### src/rtl/connect4_pkg.sv
// Shared types and geometry for the connect-four board datapath.
// Holds board dimensions, FSM/player enums and the flat cell-index helper.
package connect4_pkg;

    localparam int ROWS = 8;
    localparam int COLS = 8;

    typedef enum logic [1:0] {
        IDLE  = 2'd0,
        FALL  = 2'd1,
        PLACE = 2'd2
    } state_t;

    typedef enum logic {
        RED   = 1'b0,
        GREEN = 1'b1
    } player_t;

    // Flat grid index of row r, 1-based column c.
    function automatic int idx(input int r, input int c);
        return r * COLS + (c - 1);
    endfunction

endpackage

### src/rtl/token_dropper_if.sv
// Bundle between switch decoding, the token dropper and the display/win-checker.
// The master side drives column/drop; the slave side (the dropper) drives everything else.
interface token_dropper_if #(
    parameter int ROWS = connect4_pkg::ROWS,
    parameter int COLS = connect4_pkg::COLS
);
    logic [3:0]         column;
    logic               drop;
    logic [ROWS*COLS-1:0] red_grid;
    logic [ROWS*COLS-1:0] green_grid;
    logic               player;
    logic               busy;
    logic               falling_valid;
    logic [2:0]         falling_row;
    logic [3:0]         falling_col;
    logic               placed;
    logic [2:0]         placed_row;
    logic [3:0]         placed_col;
    logic               rejected;

    modport master (
        output column, drop,
        input  red_grid, green_grid, player, busy, falling_valid, falling_row,
               falling_col, placed, placed_row, placed_col, rejected
    );

    modport slave (
        input  column, drop,
        output red_grid, green_grid, player, busy, falling_valid, falling_row,
               falling_col, placed, placed_row, placed_col, rejected
    );
endinterface

### src/rtl/token_dropper_lowest_empty_row.sv
// Finds the lowest empty row of one board column; row 0 has priority.
// full is raised when no row is empty, in which case row reads as 0.
module lowest_empty_row #(
    parameter int ROWS = connect4_pkg::ROWS
) (
    input  logic [ROWS-1:0] occ,
    output logic [2:0]      row,
    output logic            full
);
    // NOTE: every output gets a default before the loop, so no latch is inferred.
    always_comb begin
        row  = 3'd0;
        full = 1'b1;
        // Scan top-down so the last hit, the lowest empty row, wins.
        for (int r = ROWS - 1; r >= 0; r--) begin
            if (!occ[r]) begin
                row  = 3'(r);
                full = 1'b0;
            end
        end
    end
endmodule

### src/rtl/token_dropper.sv
// Accepts a column drop, animates the falling token row by row, then commits it
// to the authoritative red/green occupancy grids and hands the move to the other player.
module token_dropper #(
    parameter int ROWS       = connect4_pkg::ROWS,
    parameter int COLS       = connect4_pkg::COLS,
    parameter int FALL_TICKS = 2
) (
    input  logic            clk,
    input  logic            reset,
    token_dropper_if.slave  bus
);
    import connect4_pkg::*;

    localparam int NCELL  = ROWS * COLS;
    localparam int TICK_W = $clog2(FALL_TICKS + 1);

    state_t             state_q, state_d;
    player_t            player_q, player_d;
    logic [NCELL-1:0]   red_q, red_d, green_q, green_d;
    logic [TICK_W-1:0]  tick_q, tick_d;
    logic [2:0]         target_q, target_d;
    logic [2:0]         falling_row_q, falling_row_d;
    logic [3:0]         falling_col_q, falling_col_d;
    logic [2:0]         placed_row_q, placed_row_d;
    logic [3:0]         placed_col_q, placed_col_d;
    logic               rejected_q, rejected_d;

    logic               col_ok;
    int                 sel;
    logic [ROWS-1:0]    occ;
    logic [2:0]         low_row;
    logic               col_full;

    assign col_ok = (bus.column != 4'd0) && (bus.column <= 4'(COLS));

    always_comb begin
        occ = '0;
        sel = col_ok ? int'(bus.column) - 1 : 0;
        for (int r = 0; r < ROWS; r++) begin
            occ[r] = red_q[r*COLS + sel] | green_q[r*COLS + sel];
        end
    end

    lowest_empty_row #(.ROWS(ROWS)) u_lowest (
        .occ  (occ),
        .row  (low_row),
        .full (col_full)
    );

    always_comb begin
        state_d       = state_q;
        player_d      = player_q;
        red_d         = red_q;
        green_d       = green_q;
        tick_d        = tick_q;
        target_d      = target_q;
        falling_row_d = falling_row_q;
        falling_col_d = falling_col_q;
        placed_row_d  = placed_row_q;
        placed_col_d  = placed_col_q;
        rejected_d    = 1'b0;

        unique case (state_q)
            IDLE: begin
                if (bus.drop) begin
                    if (!col_ok || col_full) begin
                        rejected_d = 1'b1;
                    end else begin
                        falling_col_d = bus.column;
                        target_d      = low_row;
                        falling_row_d = 3'(ROWS - 1);
                        tick_d        = '0;
                        state_d       = FALL;
                    end
                end
            end
            FALL: begin
                if (tick_q == TICK_W'(FALL_TICKS - 1)) begin
                    if (falling_row_q == target_q) begin
                        // Landing coordinates must already be valid during PLACE.
                        placed_row_d = target_q;
                        placed_col_d = falling_col_q;
                        state_d      = PLACE;
                    end else begin
                        falling_row_d = falling_row_q - 3'd1;
                        tick_d        = '0;
                    end
                end else begin
                    tick_d = tick_q + TICK_W'(1);
                end
            end
            PLACE: begin
                if (player_q == RED) begin
                    red_d[idx(int'(placed_row_q), int'(placed_col_q))] = 1'b1;
                end else begin
                    green_d[idx(int'(placed_row_q), int'(placed_col_q))] = 1'b1;
                end
                player_d = player_t'(~player_q);
                state_d  = IDLE;
            end
            default: state_d = IDLE;
        endcase
    end

    // NOTE: sequential state uses non-blocking assignments only, so every register samples pre-edge values.
    always_ff @(posedge clk) begin
        if (reset) begin
            state_q       <= IDLE;
            player_q      <= RED;
            red_q         <= '0;
            green_q       <= '0;
            tick_q        <= '0;
            target_q      <= '0;
            falling_row_q <= '0;
            falling_col_q <= '0;
            placed_row_q  <= '0;
            placed_col_q  <= '0;
            rejected_q    <= 1'b0;
        end else begin
            state_q       <= state_d;
            player_q      <= player_d;
            red_q         <= red_d;
            green_q       <= green_d;
            tick_q        <= tick_d;
            target_q      <= target_d;
            falling_row_q <= falling_row_d;
            falling_col_q <= falling_col_d;
            placed_row_q  <= placed_row_d;
            placed_col_q  <= placed_col_d;
            rejected_q    <= rejected_d;
        end
    end

    assign bus.red_grid      = red_q;
    assign bus.green_grid    = green_q;
    assign bus.player        = logic'(player_q);
    assign bus.busy          = (state_q != IDLE);
    assign bus.falling_valid = (state_q == FALL);
    assign bus.falling_row   = falling_row_q;
    assign bus.falling_col   = falling_col_q;
    assign bus.placed        = (state_q == PLACE);
    assign bus.placed_row    = placed_row_q;
    assign bus.placed_col    = placed_col_q;
    assign bus.rejected      = rejected_q;
endmodule

### src/flat_wrapper.sv
// flat-port wrapper written by rule: the top's interface ports become plain ports
module token_dropper_flat import connect4_pkg::*;
#(
    parameter int ROWS       = connect4_pkg::ROWS,
    parameter int COLS       = connect4_pkg::COLS,
    parameter int FALL_TICKS = 2
)
  (clk, reset, bus_column, bus_drop, bus_red_grid, bus_green_grid, bus_player, bus_busy, bus_falling_valid, bus_falling_row, bus_falling_col, bus_placed, bus_placed_row, bus_placed_col, bus_rejected);
  token_dropper_if #(.ROWS(ROWS), .COLS(COLS)) bus_i ();
  input  logic clk;
  input  logic reset;
  input wire logic [$bits(bus_i.column)-1:0] bus_column;
  input wire logic [$bits(bus_i.drop)-1:0] bus_drop;
  output wire logic [$bits(bus_i.red_grid)-1:0] bus_red_grid;
  output wire logic [$bits(bus_i.green_grid)-1:0] bus_green_grid;
  output wire logic [$bits(bus_i.player)-1:0] bus_player;
  output wire logic [$bits(bus_i.busy)-1:0] bus_busy;
  output wire logic [$bits(bus_i.falling_valid)-1:0] bus_falling_valid;
  output wire logic [$bits(bus_i.falling_row)-1:0] bus_falling_row;
  output wire logic [$bits(bus_i.falling_col)-1:0] bus_falling_col;
  output wire logic [$bits(bus_i.placed)-1:0] bus_placed;
  output wire logic [$bits(bus_i.placed_row)-1:0] bus_placed_row;
  output wire logic [$bits(bus_i.placed_col)-1:0] bus_placed_col;
  output wire logic [$bits(bus_i.rejected)-1:0] bus_rejected;
  assign bus_i.column = bus_column;
  assign bus_i.drop = bus_drop;
  assign bus_red_grid = bus_i.red_grid;
  assign bus_green_grid = bus_i.green_grid;
  assign bus_player = bus_i.player;
  assign bus_busy = bus_i.busy;
  assign bus_falling_valid = bus_i.falling_valid;
  assign bus_falling_row = bus_i.falling_row;
  assign bus_falling_col = bus_i.falling_col;
  assign bus_placed = bus_i.placed;
  assign bus_placed_row = bus_i.placed_row;
  assign bus_placed_col = bus_i.placed_col;
  assign bus_rejected = bus_i.rejected;
  token_dropper #(.ROWS(ROWS), .COLS(COLS), .FALL_TICKS(FALL_TICKS)) u_core (.clk(clk), .reset(reset), .bus(bus_i));
endmodule
### config.mk
export PLATFORM = sky130hd
export DESIGN_NAME = token_dropper_flat
export DESIGN_NICKNAME = d
export VERILOG_FILES = /design/src/rtl/connect4_pkg.sv /design/src/rtl/token_dropper_if.sv /design/src/rtl/token_dropper_lowest_empty_row.sv /design/src/rtl/token_dropper.sv /design/src/flat_wrapper.sv
export SDC_FILE = /design/constraint.sdc
export NUM_CORES = 1
export LEC_CHECK = 0
export CAP_MARGIN = 20
export CORE_ASPECT_RATIO = 0.9
export CORE_MARGIN = 2
export CORE_UTILIZATION = 52
export CTS_CLUSTER_SIZE = 12
export DETAILED_ROUTE_END_ITERATION = 7
export MAX_ROUTING_LAYER = met4
export PLACE_DENSITY = 0.86
export SETUP_SLACK_MARGIN = 0.05
export SLEW_MARGIN = 20
export SYNTH_ARGS = -nofsm -noshare
export SYNTH_HDL_FRONTEND = slang
export SYNTH_SLANG_ARGS = --single-unit
### constraint.sdc
create_clock -name clk -period 5.3 [get_ports clk]
set_input_delay 1.06 -clock clk [delete_from_list [all_inputs] [get_ports clk]]
set_output_delay 1.06 -clock clk [all_outputs]
set_load 0.005 [all_outputs]
Word level (Yosys, flattened, before mapping)
Cells that the tools add are included.
Operators by class
  multiplexer cells: 83
  reductions and logical operators: 16
  equal/unequal tests: 10
  div/mod/pow operators: 0
  magnitude comparators: 11
  $add $sub $neg: 12
  multipliers: 0
  bitwise logic cells: 14
  shift operators: 0
Operator list (count)
  32-bit by 8-bit less-than comparator with 1-bit output, second input constant: 9
  7-bit by 32-bit adder with 32-bit output, first input constant: 4
  64-bit OR: 2
  1-bit binary-select mux with 6-bit select: 16
  6-bit by 32-bit adder with 32-bit output, first input constant: 2
  1-bit 2-to-1 mux: 42
  3-bit 2-to-1 mux: 12
  5-bit by 32-bit adder with 32-bit output, first input constant: 1
  7-bit by 32-bit adder with 32-bit output: 1
  32-bit by 1-bit greater-or-equal comparator with 1-bit output, second input constant: 1
  32-bit 2-to-1 mux: 1
  2-bit 2-to-1 mux: 8
  4-bit by 1-bit subtractor with 5-bit output, second input constant: 2
  1-bit OR: 8
  2-bit one-hot mux with 2 select lines: 2
  4-bit AND reduction: 2
  1-bit demux with 6-bit select: 1
  2-bit != test, second input constant: 3
  3-bit one-hot mux with 2 select lines: 1
  3-bit AND reduction: 2
  5-bit AND reduction: 1
  2-bit by 1-bit equality test with 1-bit output, second input constant: 2
  4-bit <= comparator, second input constant: 1
  2-bit by 1-bit != test with 1-bit output, second input constant: 2
  14 further kinds: 20
Word-level totals
  memory bits (read-only): 0
  bits in latches: 0
  input bits: 7
  memories kept: 0
  bits in writable memories: 0
  register bits after elaboration: 151

Logic depth before layout (Yosys ltp)
  depth in word-level cells: 20
  depth in mapped cells: 18

Cells and area by module
From an unflattened synthesis, not the netlist that was laid out.
Unflattened totals
  cells, all modules: 953
  area, all modules: 7724.9 um^2
By module, submodules not included
  token_dropper: instances 1, area an instance 7649.8 um^2, cells an instance 940, sequential area each 3022.9 um^2
  lowest_empty_row: instances 1, area an instance 75.1 um^2, cells an instance 13, sequential area each 0.0 um^2

Worst setup path after synthesis
Ideal clock, no wire load.
  path type: input-to-reg
  from: input bus_column[0]
  to: register u_core.falling_row_q[0], in the netlist u_core.bus.falling_row[0]
  arrival time: 4.806 ns
  path buffers: 7
  setup time: 0.133 ns
  slack: 0.362 ns
  stages: 18
  cell sequence: buf_2 inv_1 clkbuf_1 ha_1 buf_2 buf_6 buf_2 o211ai_1 a21o_1 buf_1 ha_1 buf_1 nand3_1 o22ai_1 a311o_1 or4_4 o311ai_1 a31oi_1
Between the ends
  cells in the longest elaborated chain, start to end: 19
  elaborated cells on any way between the ends: 80
  those cells by class: add/sub (8); order compare (1); eq/ne (1); mux (57); bitwise (8); reduce/logical (5)
Ends and longest elaborated chain
  start, declared: RTL line flat_wrapper.sv:12  | input wire logic [$bits(bus_i.column)-1:0] bus_column;
  4-bit <= comparator or 4-bit nonzero test (tied branches): RTL line token_dropper.sv:34  | assign col_ok = (bus.column != 4'd0) && (bus.column <= 4'(COLS));
  1-bit logical AND: RTL line token_dropper.sv:34
  32-bit 2-to-1 mux: RTL line token_dropper.sv:38  | sel = col_ok ? int'(bus.column) - 1 : 0;
  7-bit by 32-bit adder with 32-bit output: RTL line token_dropper.sv:40  | occ[r] = red_q[r*COLS + sel] | green_q[r*COLS + sel];
  1-bit binary-select mux with 6-bit select: RTL line token_dropper.sv:40
  1-bit 2-to-1 mux (not written as such) (2 in series): RTL line token_dropper.sv:40
  1-bit OR: RTL line token_dropper.sv:40
  1-bit 2-to-1 mux (8 in series): RTL line token_dropper_lowest_empty_row.sv:16  | if (!occ[r]) begin
  1-bit logical OR (*): RTL line token_dropper.sv:66  | if (!col_ok || col_full) begin
  2-bit != test (no line) (*)
  5-bit AND reduction (no line) (*)
  end signal, assigned: RTL line token_dropper.sv:126  | falling_row_q <= falling_row_d;
  end, declared: RTL line token_dropper.sv:22  | logic [2:0] falling_row_q, falling_row_d;
Every way passes the cells marked *; elsewhere a longest branch is shown, timed or not. The select of a mux whose other input is x is not followed.
A chain may end at the register's enable or synchronous reset.

Worst setup path after layout
  from: input bus_column[1]
  to: register u_core.falling_col_q[1], in the netlist u_core.bus.falling_col[1]
Between the ends
  cells in the longest elaborated chain, start to end: 19
  elaborated cells on any way between the ends: 80
  those cells by class: add/sub (8); order compare (1); mux (57); bitwise (9); reduce/logical (5)
Ends and longest elaborated chain
  4-bit <= comparator or 4-bit nonzero test (tied branches): RTL line token_dropper.sv:34
  1-bit logical AND: RTL line token_dropper.sv:34
  32-bit 2-to-1 mux: RTL line token_dropper.sv:38
  7-bit by 32-bit adder with 32-bit output: RTL line token_dropper.sv:40
  1-bit binary-select mux with 6-bit select: RTL line token_dropper.sv:40
  1-bit 2-to-1 mux (not written as such) (2 in series): RTL line token_dropper.sv:40
  1-bit OR: RTL line token_dropper.sv:40
  1-bit 2-to-1 mux (8 in series): RTL line token_dropper_lowest_empty_row.sv:16
  1-bit logical OR: RTL line token_dropper.sv:66
  1-bit NOT (no line)
  3-bit AND reduction (no line)
  end signal, assigned: RTL line token_dropper.sv:127  | falling_col_q <= falling_col_d;
  end, declared: RTL line token_dropper.sv:23  | logic [3:0] falling_col_q, falling_col_d;
Several ways; a longest one is shown, not always the timed one. The select of a mux whose other input is x is not followed.

==> results by group <==
Outcome
  • Status: complete, no violations

Worst setup path
  • Crit-path max FO: 16
  • Req. time, crit path: between 5 and 6 ns
  • CP startpoint kind: input port
  • Critical Path End Type: register
  • R2r startpoint: u_core.bus.placed_col[0]$_SDFFE_PP0P_
  • Critical path type: in -> reg
  • R2R setup slack: roughly 0.98 ns
  • R2R depth: 17
  • Worst r2r dst: u_core.bus.green_grid[32]$_SDFFE_PP0P_
  • Arrival @ worst endpoint: roughly 5.2 ns

Hold path
  • Min-Delay Endpoint: u_core.bus.green_grid[34]$_SDFFE_PP0P_
  • Class of the worst hold path: reg -> reg
  • Worst hold stages: 2
  • HP Start: u_core.bus.green_grid[34]$_SDFFE_PP0P_

Die
  • Die area: approximately 16000 µm²
  • Std-Cell Rows: 42
  • Core Footprint: roughly 15000 µm²
  • Die height: 120 µm
  • Initial Util: a little over half
  • Die width: around 130 µm
  • Io pins: roughly 150

Timing
  • Post-Route Skew: approximately 0.01 ns
  • Slew HR: between 30% and 40%
  • Final setup viols: 0
  • Slew Viols, Final: 0
  • Final min period: 4.86 ns
  • Final setup TNS: 0 ns
  • WHS: ~0.51 ns
  • Highest clock rate: between 200 and 250 MHz
  • RSZ-0062 raised after global routing: no
  • Crit share post-route: 91.6%
  • Final Hold Viols: 0
  • Slew @ Worst Pin: between 1 and 1.5 ns

Finish
  • Nets: 1150
  • Area growth, synth to finish: 31.8%
  • Total inserted antenna cells: 0
  • Most common cell after layout, fill and taps aside: nor2_1
  • Fin cells: 1335
  • Fin area: about 10000 µm²
  • Filler cell count: about 1200
  • Layout cells sized above 1: between 10% and 20%
  • Most frequent cells in the layout: nor2_1 (189), a21oi_1 (165), dfxtp_1 (151)

Power and ir drop
  • LEAKAGE: roughly 3.8 nW
  • VDD IR max: around 0.23 mV
  • Pwr per Cell Area: ~270 nW/µm²

Place
  • Inst Count DP: 1304
  • Buffers on Ports: 153
  • Routability-driven placement congestion ratio: roughly 1
  • Area post-placement: between 9000 and 10000 µm²
  • HPWL Detailed: ~21000 µm

Clock tree
  • Clk root buf: clkbuf_16
  • Longest Clk Path Bufs: 2
  • PostCTS Resize Cnt: 0
  • H-tree depth: 4
  • CTS sink cnt: around 150
  • Clock buffer count from CTS: 17
  • Hold_buf cts: 0
  • Register clock-pin slew on the reported worst setup and hold paths: 0.07 ns
  • Post-CTS setup buffers: 0
  • Clk_lat worst skew: around 0.43 ns
  • CTS tree: built

Yosys
  • Main synth FF type: dfxtp_1
  • Asr flop ratio synth: 0%
  • Number of synthesized flops with an enable pin: 0
  • Mean post-synth cell area: slightly above 8 µm²
  • Sequential share of the synthesized area: approximately two fifths
  • Post-Synthesis Cells: ~960
  • Synth Warn #: 0
  • #FFs+latches synth: approximately 150
  • Cell area after synthesis: approximately 8000 µm²
  • Yosys cell types: 87

Route
  • Post-Route WL: between 30000 and 40000 µm
  • DRT Pass-1 Iters: 8
  • Post-route DRC: 0
  • Via-to-Cell Ratio: roughly 6.4
  • Routed wire per std cell: 22.6 µm
  • Detailed-route via count: 8589
  • DRT antenna net count: 0
  • Iteration-0 DRC Markers: between 1000 and 1500

Global route
  • All-Layer GR Usage: between 30% and 40%
  • Initial antenna violation count: 0
  • Largest net degree at the start of global routing: 66
  • GRT Residual Overflow: 0
  • Vias in the first global route: between 7000 and 8000
  • First-pass GRT wire length: 45900 µm

Flow run
  • Number of max-cap violations: 0
## cells by family (layout without fill, tap and decap cells)
logic type,Yosys count,count (layout),share of synthesized area [%]
simple gates,338,338,20.2
compound gates,319,319,25.8
flops,151,151,38.7
buf+inv,86,258,5.03
mux,36,36,5.60
fa+ha+maj,19,19,3.11
xor+xnor,12,12,1.44
other cells,2,4,0.0961
## worst max path at each step
stage               slack, ns                                     end  cells after the start     startpoint
global placement         0.25         u_core.target_q[2]$_SDFFE_PP0P_                     15  bus_column[1]
detailed placement       0.12  u_core.bus.falling_col[1]$_SDFFE_PP0P_                     14  bus_column[1]
CTS                      0.55  u_core.bus.falling_col[1]$_SDFFE_PP0P_                     14  bus_column[1]
finish                   0.44  u_core.bus.falling_col[1]$_SDFFE_PP0P_                     14  bus_column[1]
floorplan                0.36  u_core.bus.falling_row[0]$_SDFFE_PP0P_                     18  bus_column[0]
global route             0.14         u_core.target_q[2]$_SDFFE_PP0P_                     15  bus_column[1]
## cells in the mapped netlist, drive strengths merged (4+ instances only)
master | n | share of area, %
nor2 | 190 | 9.2
a21oi | 165 | 11
dfxtp | 151 | 39
nand2 | 41 | 2.1
clkbuf | 34 | 1.6
buf | 31 | 2.4
nor3 | 26 | 1.7
o22ai | 25 | 2.0
o21ai | 24 | 1.5
mux2i | 22 | 2.9
inv | 21 | 1.0
ha | 17 | 2.7
nand3 | 16 | 1.0
o211ai | 16 | 1.5
nand2b | 15 | 1.3
mux2 | 9 | 1.3
nand4 | 9 | 0.72
a22oi | 8 | 0.77
a31oi | 8 | 0.64
xnor2 | 8 | 0.90
a221oi | 7 | 0.78
a22o | 7 | 0.78
nor2b | 7 | 0.56
or3 | 6 | 0.48
mux4 | 5 | 1.4
nor4 | 5 | 0.78
a211oi | 4 | 0.38
a21o | 4 | 0.38
nand3b | 4 | 0.38
o31ai | 4 | 0.38
or4 | 4 | 0.43
xor2 | 4 | 0.54
## flip-flops by register name (all words and copies together), names as in the netlist
register and flops:
u_core.bus.placed_row 3, u_core.bus.falling_row 3, u_core.target_q 3, u_core.bus.red_grid 64
u_core.state_q 2, u_core.tick_q 2, u_core.bus.green_grid 64, u_core.bus.player 1
u_core.bus.placed_col 4, u_core.bus.falling_col 4, u_core.bus.rejected 1
## power breakdown
part	total, mW	internal, mW	switching (mW)
Sequential	1.15	1.14	0.00973
Combinational	0.374	0.144	0.230
Clock	1.23	0.705	0.528
Total	2.76	1.99	0.767
## metrics by stage
step	utilization, %	setup slack (ns)	power (mW)
finish	70.0	0.445	2.76
global route	70.0	0.139	2.84
CTS	70.0	0.551	2.75
detailed placement	66.0	0.123	1.54
global placement	66.0	0.247	1.54
floorplan	-	0.362	1.42
## cell type report
class                      instances  area (µm²)  share of cell area (%)
clock buffer                      17         425                    4.13
inverter                          21        78.8                   0.765
sequential                       151        3020                    29.4
tap                              198         248                    2.41
multi-input combinational        728        4430                    43.0
timing repair buffer             206        1930                    18.7
clock inverter                    14         166                    1.62
## per-layer routing
layer | track usage [%] | vias to the layer above | wire length, µm
met1 | 52.3 | 4097 | 12700
li1 | - | 3807 | -
met2 | 57.1 | 617 | 13500
met3 | 8.01 | 68 | 3130
met4 | 12.2 | 0 | 793
met5 | - | - | 0
## critical path: stages
cell	delay, ns
clkdlybuf4s50_1	0.53
inv_1	0.08
ha_1	0.29
or3b_4	0.46
nand2_4	0.26
mux4_2	0.37
a22o_1	0.22
or4_1	0.42
mux2i_1	0.36
mux4_2	0.34
buf_4	0.13
nor4_4	0.04
a21boi_4	0.35
mux2i_1	0.28
Note: power is estimated with default switching activity, not from simulation.
